===== config.mk =====
export PLATFORM = sky130hd
export DESIGN_NAME = imem_boot_loader
export DESIGN_NICKNAME = d
export VERILOG_FILES = /design/src/rtl/imem_boot_loader.sv
export SDC_FILE = /design/constraint.sdc
export NUM_CORES = 1
export LEC_CHECK = 0
export BUFFER_PORTS_ARGS = -buffer_cell sky130_fd_sc_hd__clkbuf_2
export CAP_MARGIN = 0
export CORE_MARGIN = 1.5
export CORE_UTILIZATION = 50
export CTS_CLUSTER_DIAMETER = 50
export DETAILED_ROUTE_END_ITERATION = 10
export GPL_ROUTABILITY_DRIVEN = 0
export PLACE_DENSITY = 0.75
export SYNTH_ARGS = -nofsm -noshare
export SYNTH_HDL_FRONTEND = slang
export SYNTH_SLANG_ARGS = --single-unit

===== constraint.sdc =====
create_clock -name clk -period 1.94 [get_ports clk]
set_input_delay 0.097 -clock clk [delete_from_list [all_inputs] [get_ports clk]]
set_output_delay 0.097 -clock clk [all_outputs]
set_load 0.05 [all_outputs]

===== src/rtl/imem_boot_loader.sv =====
// imem_boot_loader
//   Boot-time controller that fills the instruction memory of the single-cycle
//   core from a byte-serial load stream, holding the core in reset while it
//   loads and releasing it once the whole image has been written.
//
//   Stream: 4-byte big-endian length N, then N big-endian 32-bit data words.
//
// Ports
//   clk           system clock, rising edge
//   reset_n       asynchronous active-low reset
//   start         one-cycle pulse, begins a session from IDLE/DONE/ERR
//   in_valid      load byte valid
//   in_data       load byte
//   in_ready      loader accepts a byte (transfer on in_valid && in_ready)
//   mem_we        instruction memory write enable, one pulse per word
//   mem_addr      word address of the write
//   mem_wdata     word to write
//   cpu_reset_n   active-low reset to the core, high only in DONE
//   busy          session in progress (LEN or LOAD)
//   done          last session completed successfully
//   error         last session aborted (length too large)
//   words_loaded  words written in the current or last session
module imem_boot_loader #(
  parameter int DEPTH = 8
) (
  input  logic             clk,
  input  logic             reset_n,
  input  logic             start,
  input  logic             in_valid,
  input  logic [7:0]       in_data,
  output logic             in_ready,
  output logic             mem_we,
  output logic [DEPTH-1:0] mem_addr,
  output logic [31:0]      mem_wdata,
  output logic             cpu_reset_n,
  output logic             busy,
  output logic             done,
  output logic             error,
  output logic [DEPTH:0]   words_loaded
);

  typedef enum logic [2:0] {
    S_IDLE,
    S_LEN,
    S_LOAD,
    S_DONE,
    S_ERR
  } state_t;

  // Largest legal length; 33 bits so the compare cannot overflow.
  localparam logic [32:0] CAP = 33'(1) << DEPTH;

  state_t           r_state;
  state_t           w_state_nxt;
  logic [1:0]       r_byte_cnt;
  logic [23:0]      r_shift;
  logic [DEPTH:0]   r_len;

  logic             w_fire;
  logic             w_word_done;
  logic [31:0]      w_word;
  logic [DEPTH:0]   w_words_inc;
  logic             w_last_write;
  logic             w_sess_start;
  logic             w_len_zero;
  logic             w_len_big;

  logic             w_in_ready_nxt;
  logic             w_busy_nxt;
  logic             w_done_nxt;
  logic             w_error_nxt;
  logic             w_cpu_rstn_nxt;

  assign w_fire       = in_valid & in_ready;
  assign w_word_done  = w_fire & (r_byte_cnt == 2'd3);
  // First three bytes sit in r_shift; the current byte completes the word.
  assign w_word       = {r_shift, in_data};
  assign w_words_inc  = words_loaded + 1'b1;
  assign w_last_write = (w_words_inc == r_len);
  assign w_len_zero   = (w_word == 32'd0);
  assign w_len_big    = ({1'b0, w_word} > CAP);
  assign w_sess_start = start &
                        ((r_state == S_IDLE) | (r_state == S_DONE) | (r_state == S_ERR));

  // State register plus status outputs, registered from the next state so
  // each status output lines up with the state it describes.
  always_ff @(posedge clk or negedge reset_n) begin
    if (!reset_n) begin
      r_state     <= S_IDLE;
      in_ready    <= 1'b0;
      busy        <= 1'b0;
      done        <= 1'b0;
      error       <= 1'b0;
      cpu_reset_n <= 1'b0;
    end else begin
      r_state     <= w_state_nxt;
      in_ready    <= w_in_ready_nxt;
      busy        <= w_busy_nxt;
      done        <= w_done_nxt;
      error       <= w_error_nxt;
      cpu_reset_n <= w_cpu_rstn_nxt;
    end
  end

  // Next-state logic.
  always_comb begin
    w_state_nxt = r_state;
    case (r_state)
      S_IDLE, S_DONE, S_ERR: begin
        if (start) w_state_nxt = S_LEN;
      end
      S_LEN: begin
        if (w_word_done) begin
          if (w_len_zero)     w_state_nxt = S_DONE;
          else if (w_len_big) w_state_nxt = S_ERR;
          else                w_state_nxt = S_LOAD;
        end
      end
      S_LOAD: begin
        if (w_word_done && w_last_write) w_state_nxt = S_DONE;
      end
      default: w_state_nxt = S_IDLE;
    endcase
  end

  // Output decode on the next state.
  always_comb begin
    w_in_ready_nxt = 1'b0;
    w_busy_nxt     = 1'b0;
    w_done_nxt     = 1'b0;
    w_error_nxt    = 1'b0;
    w_cpu_rstn_nxt = 1'b0;
    case (w_state_nxt)
      S_LEN, S_LOAD: begin
        w_in_ready_nxt = 1'b1;
        w_busy_nxt     = 1'b1;
      end
      S_DONE: begin
        w_done_nxt     = 1'b1;
        w_cpu_rstn_nxt = 1'b1;
      end
      S_ERR: begin
        w_error_nxt    = 1'b1;
      end
      default: ;
    endcase
  end

  // Byte assembly, length latch and memory write port.
  always_ff @(posedge clk or negedge reset_n) begin
    if (!reset_n) begin
      r_byte_cnt   <= '0;
      r_shift      <= '0;
      r_len        <= '0;
      mem_we       <= 1'b0;
      mem_addr     <= '0;
      mem_wdata    <= '0;
      words_loaded <= '0;
    end else begin
      mem_we <= 1'b0;
      if (w_sess_start) begin
        r_byte_cnt   <= '0;
        words_loaded <= '0;
      end else if (w_fire) begin
        r_byte_cnt <= r_byte_cnt + 2'd1;
        r_shift    <= {r_shift[15:0], in_data};
        if (w_word_done) begin
          if (r_state == S_LEN) begin
            // Only consumed when the length is legal, so DEPTH+1 bits suffice.
            r_len <= w_word[DEPTH:0];
          end else if (r_state == S_LOAD) begin
            mem_we       <= 1'b1;
            mem_addr     <= words_loaded[DEPTH-1:0];
            mem_wdata    <= w_word;
            words_loaded <= w_words_inc;
          end
        end
      end
    end
  end

endmodule


After elaboration in Yosys (flattened, before gate mapping)
Cells that the tools add are included.
Widths: inputs -> output; s select.
{ "totals": {"out_inout_bits": 55, "register_bits": 91} }
{ "op_classes": {"bitwise": 7, "order_cmp": 1, "muxes": 21, "n_eq_ne": 11, "addsub": 2, "reduce_logical": 12} }
{ "ops": {"columns": ["operator", "n"], "rows": [
  ["$mux 9", 5],
  ["$gt 32x9->1 const B", 1],
  ["$logic_not 32->1", 1],
  ["$mux 3", 5],
  ["$eq 3x2->1 const B", 4],
  ["$add 9x1->9 const B", 1],
  ["$eq 9x9->1", 1],
  ["$pmux 3 s3", 1],
  ["$mux 1", 8],
  ["$reduce_and 4->1", 2],
  ["$eq 3x1->1 const B", 2],
  ["$eq 3x3->1 const B", 2],
  ["$reduce_bool 2->1", 3],
  ["$reduce_and 5->1", 1],
  ["$mux 2", 2],
  ["$and 1x1->1", 3],
  ["$logic_not 3->1", 1],
  ["$reduce_or 3->1", 1],
  ["$add 2x1->2 const B", 1],
  ["$eq 2x2->1 const B", 1],
  ["$ne 2x2->1 const B", 1],
  ["$not 1->1", 2],
  ["$or 1x1->1", 2],
  ["$reduce_and 2->1", 1],
  ["other kinds (2)", 2]
]} }

Depth between registers and ports, before layout
{ "depth": {"ltp_word": 8, "mapped_depth": 9, "depth_no_buf": 8} }

Worst setup path before layout
Ideal clock, no wire load.
{ "synth_timing": {"kind": "register to register", "from": "register words_loaded[0]", "to": "register done", "slack_ns": -0.404, "path_stages_with_launch": 8, "arrival_time_ns": 2.271, "n_path_buf": 0, "cell_sequence": "dfrtp_1 > ha_1 > nand3_1 > nor3_1 > xnor2_1 > nand4_1 > o41ai_4 > nor2b_1"} }
{ "synth_between": {"elab_chain_len": 7} }
{ "synth_lines": {"columns": ["item", "line_no", "source"], "rows": [
  ["start, declared", "39", "output logic [DEPTH:0] words_loaded"],
  ["start signal, assigned", "175", "words_loaded <= w_words_inc;"],
  ["$add 9x1->9", "78", "assign w_words_inc = words_loaded + 1'b1;"],
  ["$eq 9x9->1", "79", "assign w_last_write = (w_words_inc == r_len);"],
  ["$logic_and 1x1->1", "120", "if (w_word_done && w_last_write) w_state_nxt = S_DONE;"],
  ["$mux 3", "120", null],
  ["$pmux 3 s3", "108", "case (r_state)"],
  ["net w_state_nxt[0]", "54", "state_t w_state_nxt;"],
  ["$eq 3x2->1", null, null],
  ["$mux 1", null, null],
  ["net w_cpu_rstn_nxt", "72", "logic w_cpu_rstn_nxt;"],
  ["end signal, assigned", "99", "done <= w_done_nxt;"],
  ["end, declared", "37", "output logic done,"]
]} }
The timed path passes the listed nets, and every way through them passes these cells.
A chain may end at the register's enable or synchronous reset.

Worst setup path after layout
Ends and elaborated chain as after synthesis.

==> flow_summary.yaml <==
logic_synthesis:
  synthTopCellsByArea: "dfrtp_1 58%, nand2_1 13%, mux2_2 9.2%, o21ai_0 2.3%, xnor2_1 1.6%"
  synth_top_area_share: 0.582
  synth_area_um2: 3910
  synth_cell_types: 38
  synth-edff-count: 0
  syn_area_per_cell_um2: 10.2
  synthArstFlopShare: 1.00
  synth_most_common_cell: "nand2_1"
  syn_inst: 384
  synth_compound_area_frac: 0.0588
  synth_warnings: 0
  ys.flop_type: "dfrtp_1"
  synth-xor-area-share: 0.0246
  synth.mux.area_fraction: 0.0921
  synth_area_leader_cell: "dfrtp_1"
  syn-num-nets: 398
  ys_seq_elements: 91
  synth_fa_ha_area_frac: 0.00640
  synth-simple-area-share: 0.208
  ys_seq_area_frac: 0.582
  synth_common_cells: "134 x nand2_1, 91 x dfrtp_1, 32 x mux2_2"
  synth_top_family_by_area: "simple AND/OR/NAND/NOR gates"
timing:
  finalCritPeriodShare: 1.00
  slew_headroom: 0.525
  max_slew.worst_pin.slew_ns: 0.712
  final-setup-viol-count: 1
  hold_viol: 0
  rsz0062_at_grt: "yes"
  max_clock_freq_mhz: 514
  setup_ws_ns: -0.00577
  drv_slew: 0
  skew_ns: 0.00895
  post-route-min-period_ns: 1.95
  whs_ns: 0.00887
drt:
  routed-wl-met3_um: 365
  dr.pass1.iters: 4
  dr.first_iter.drc_count: 185
  wl_per_cell_um: 14.8
  ant_nets: 0
  viasPerCell: 5.20
  vias: 3035
  drcViolationCount: 0
  dr.max_layer_used: "met4"
  wl_met2_um: 4040
  drt-total-wl_um: 8630
  met1_length_um: 3980
floorplan:
  die_w_um: 91.5
  dieArea_um2: 8360
  pin_count: 67
  core_area_um2: 7650
  rows: 32
  die_h_um: 91.5
  initial_core_util: 0.512
final_layout:
  num-fill-cells: 649
  area_growth_syn_to_layout_pct: 24.0
  fin_util: 0.634
  layout-drive-gt1-share: 0.326
  diodes: 0
  multi_input_area_um2: 1570
  regArea_um2: 2280
  nets: 491
critical_path:
  cp.buffers_inverters: 0
  arrival_ns: 2.24
  cp-end-kind: "register"
  critPathLaunchType: "register"
  crit_family: "simple AND/OR/NAND/NOR gates"
  path_depth: 7
  crit_fanout: 7
  r2r_cells: 7
  path_cells: "ha_4 > nand3_1 > nor3_2 > xnor2_1 > nand4_1 > o41ai_4 > nor2b_1"
  critPathMaxStageDelay_ns: 0.45
  slowest_stage: "dfrtp_2"
  worstPathRequired_ns: 2.23
  path_class: "register to register"
pwr:
  ir_drop_uv: 710
  combPwrFrac: 0.228
  total_power_uw: 5330
  p_leak_uw: 0.00250
  p_int_uw: 3730
  clockPowerShare: 0.269
  seqPwrFrac: 0.502
  power_switching_uw: 1600
  swShare: 0.300
  p_per_area_nw_per_um2: 1100
placement:
  dp_slack_ns: -0.0438
  dp_hpwl_um: 6020
  port_buffers: 66
worst_hold_path:
  min_path_type: "input port to register"
  holdPathStages: 3
global_route:
  grt_antenna_before_repair: 0
  grt_usage: 0.225
  grt_pass1_vias: 3028
  grt_overflow_total: 0
  grt_pass1_wl_um: 14700
  grt_max_degree: 55
clocking:
  cts_buffers: 9
  htree_num_levels: 3
  insertion_delay_ns: 0.37
  cts_buffer_depth: 2
  root_buffer: "clkbuf_8"
  cts.clk_slew.worst_paths_ns: 0.09
  cts_tree: "done"
  clock-sinks: 91
run:
  cap_violations: 0
run_status:
  violations: "negative setup slack"
  status: "finished, violations left"
==> worst min-delay path, stage by stage <==
cell	delay, ns
clkbuf_2	0.13
nand2_1	0.07
nand2_1	0.04
==> kinds of logic (layout without fill, tap and decap cells) <==
group	count (synthesis)	after routing
compound gates	35	35
xor+xnor	11	11
fa+ha+maj	2	2
buf+inv	25	123
flops	91	91
mux	32	32
simple gates	188	188
==> per-stage QoR <==
step / std cells / instance area (um2) / setup TNS [ns]
2_1_floorplan: 384 / 3950 / -0.277
6_report: 584 / 4850 / -0.00577
3_5_place_dp: 558 / 4510 / -0.0676
3_3_place_gp: 558 / 4510 / 0
4_1_cts: 584 / 4830 / -0.00545
5_1_grt: 584 / 4850 / -0.226
==> metal layers <==
metal,vias up,global-route usage
li1,1458,-
met1,1476,0.306
met2,83,0.346
met3,18,0.0327
met4,0,0.124
met5,-,0
==> flip-flops by register name, indices dropped and copies added, names as in the netlist <==
register      count
mem_addr          8
r_state           3
r_byte_cnt        2
done              1
busy              1
mem_we            1
mem_wdata        32
error             1
words_loaded      9
r_len             9
r_shift          24
==> final cells by class <==
type | instances | share of cell area
Timing Repair Buffer | 100 | 0.127
Inverter | 7 | 0.00542
Clock inverter | 5 | 0.0175
Sequential cell | 91 | 0.471
Multi-Input combinational cell | 268 | 0.323
Tap cell | 102 | 0.0263
Clock buffer | 11 | 0.0292
==> repair_timing <==
| action | CTS | global route |
|---|---|---|
| setup endpoints to repair | 2 | 8 |
| pin swaps | 0 | 1 |
| resized for setup | 0 | 5 |
| endpoints found under the hold margin | 59 | 0 |
| hold buffers | 7 | 0 |
| setup buffers | 3 | 0 |
==> cells in the final DEF, fill, tap and decap left out, types with 2 or more instances in the layout <==
cell / instances
dlygate4sd3_1: 7
bufinv_16: 2
o211ai_1: 2
and3b_1: 2
nand4_1: 2
xor2_1: 4
clkbuf_8: 10
and3_1: 3
o21ai_0: 18
nor2_1: 13
or2_2: 2
dfrtp_1: 85
nor3_1: 4
mux2_2: 32
dfrtp_2: 6
buf_4: 27
clkbuf_2: 65
nand3_1: 7
nand2_1: 134
a21oi_1: 5
nor2b_1: 5
o31ai_1: 2
inv_1: 7
xnor2_1: 7
nor4_1: 6
nand2b_1: 2
==> power groups by stage <==
stage,sequential (uW),combinational (uW),clock [uW]
2_1_floorplan,2640,838,0
3_3_place_gp,2680,1140,0
3_5_place_dp,2700,1180,0
4_1_cts,2660,1220,1470
5_1_grt,2730,1330,1540
6_report,2680,1220,1440
==> path summary, 6_finish.rpt <==
| kind | slack (ns) | to | from |
|---|---|---|---|
| setup / recovery | -0.006 | done | words_loaded[0] |
| hold / removal | 0.009 | mem_wdata[1] | in_data[1] |
| setup reg to reg | -0.006 | done | words_loaded[0] |
| hold reg to reg | 0.48 | mem_addr[0] | mem_addr[0] |
| max in group asynchronous | 0.98 | r_shift[23] | reset_n |
| min in group asynchronous | 0.32 | mem_addr[2] | reset_n |
Note: power is estimated with default switching activity, not from simulation.
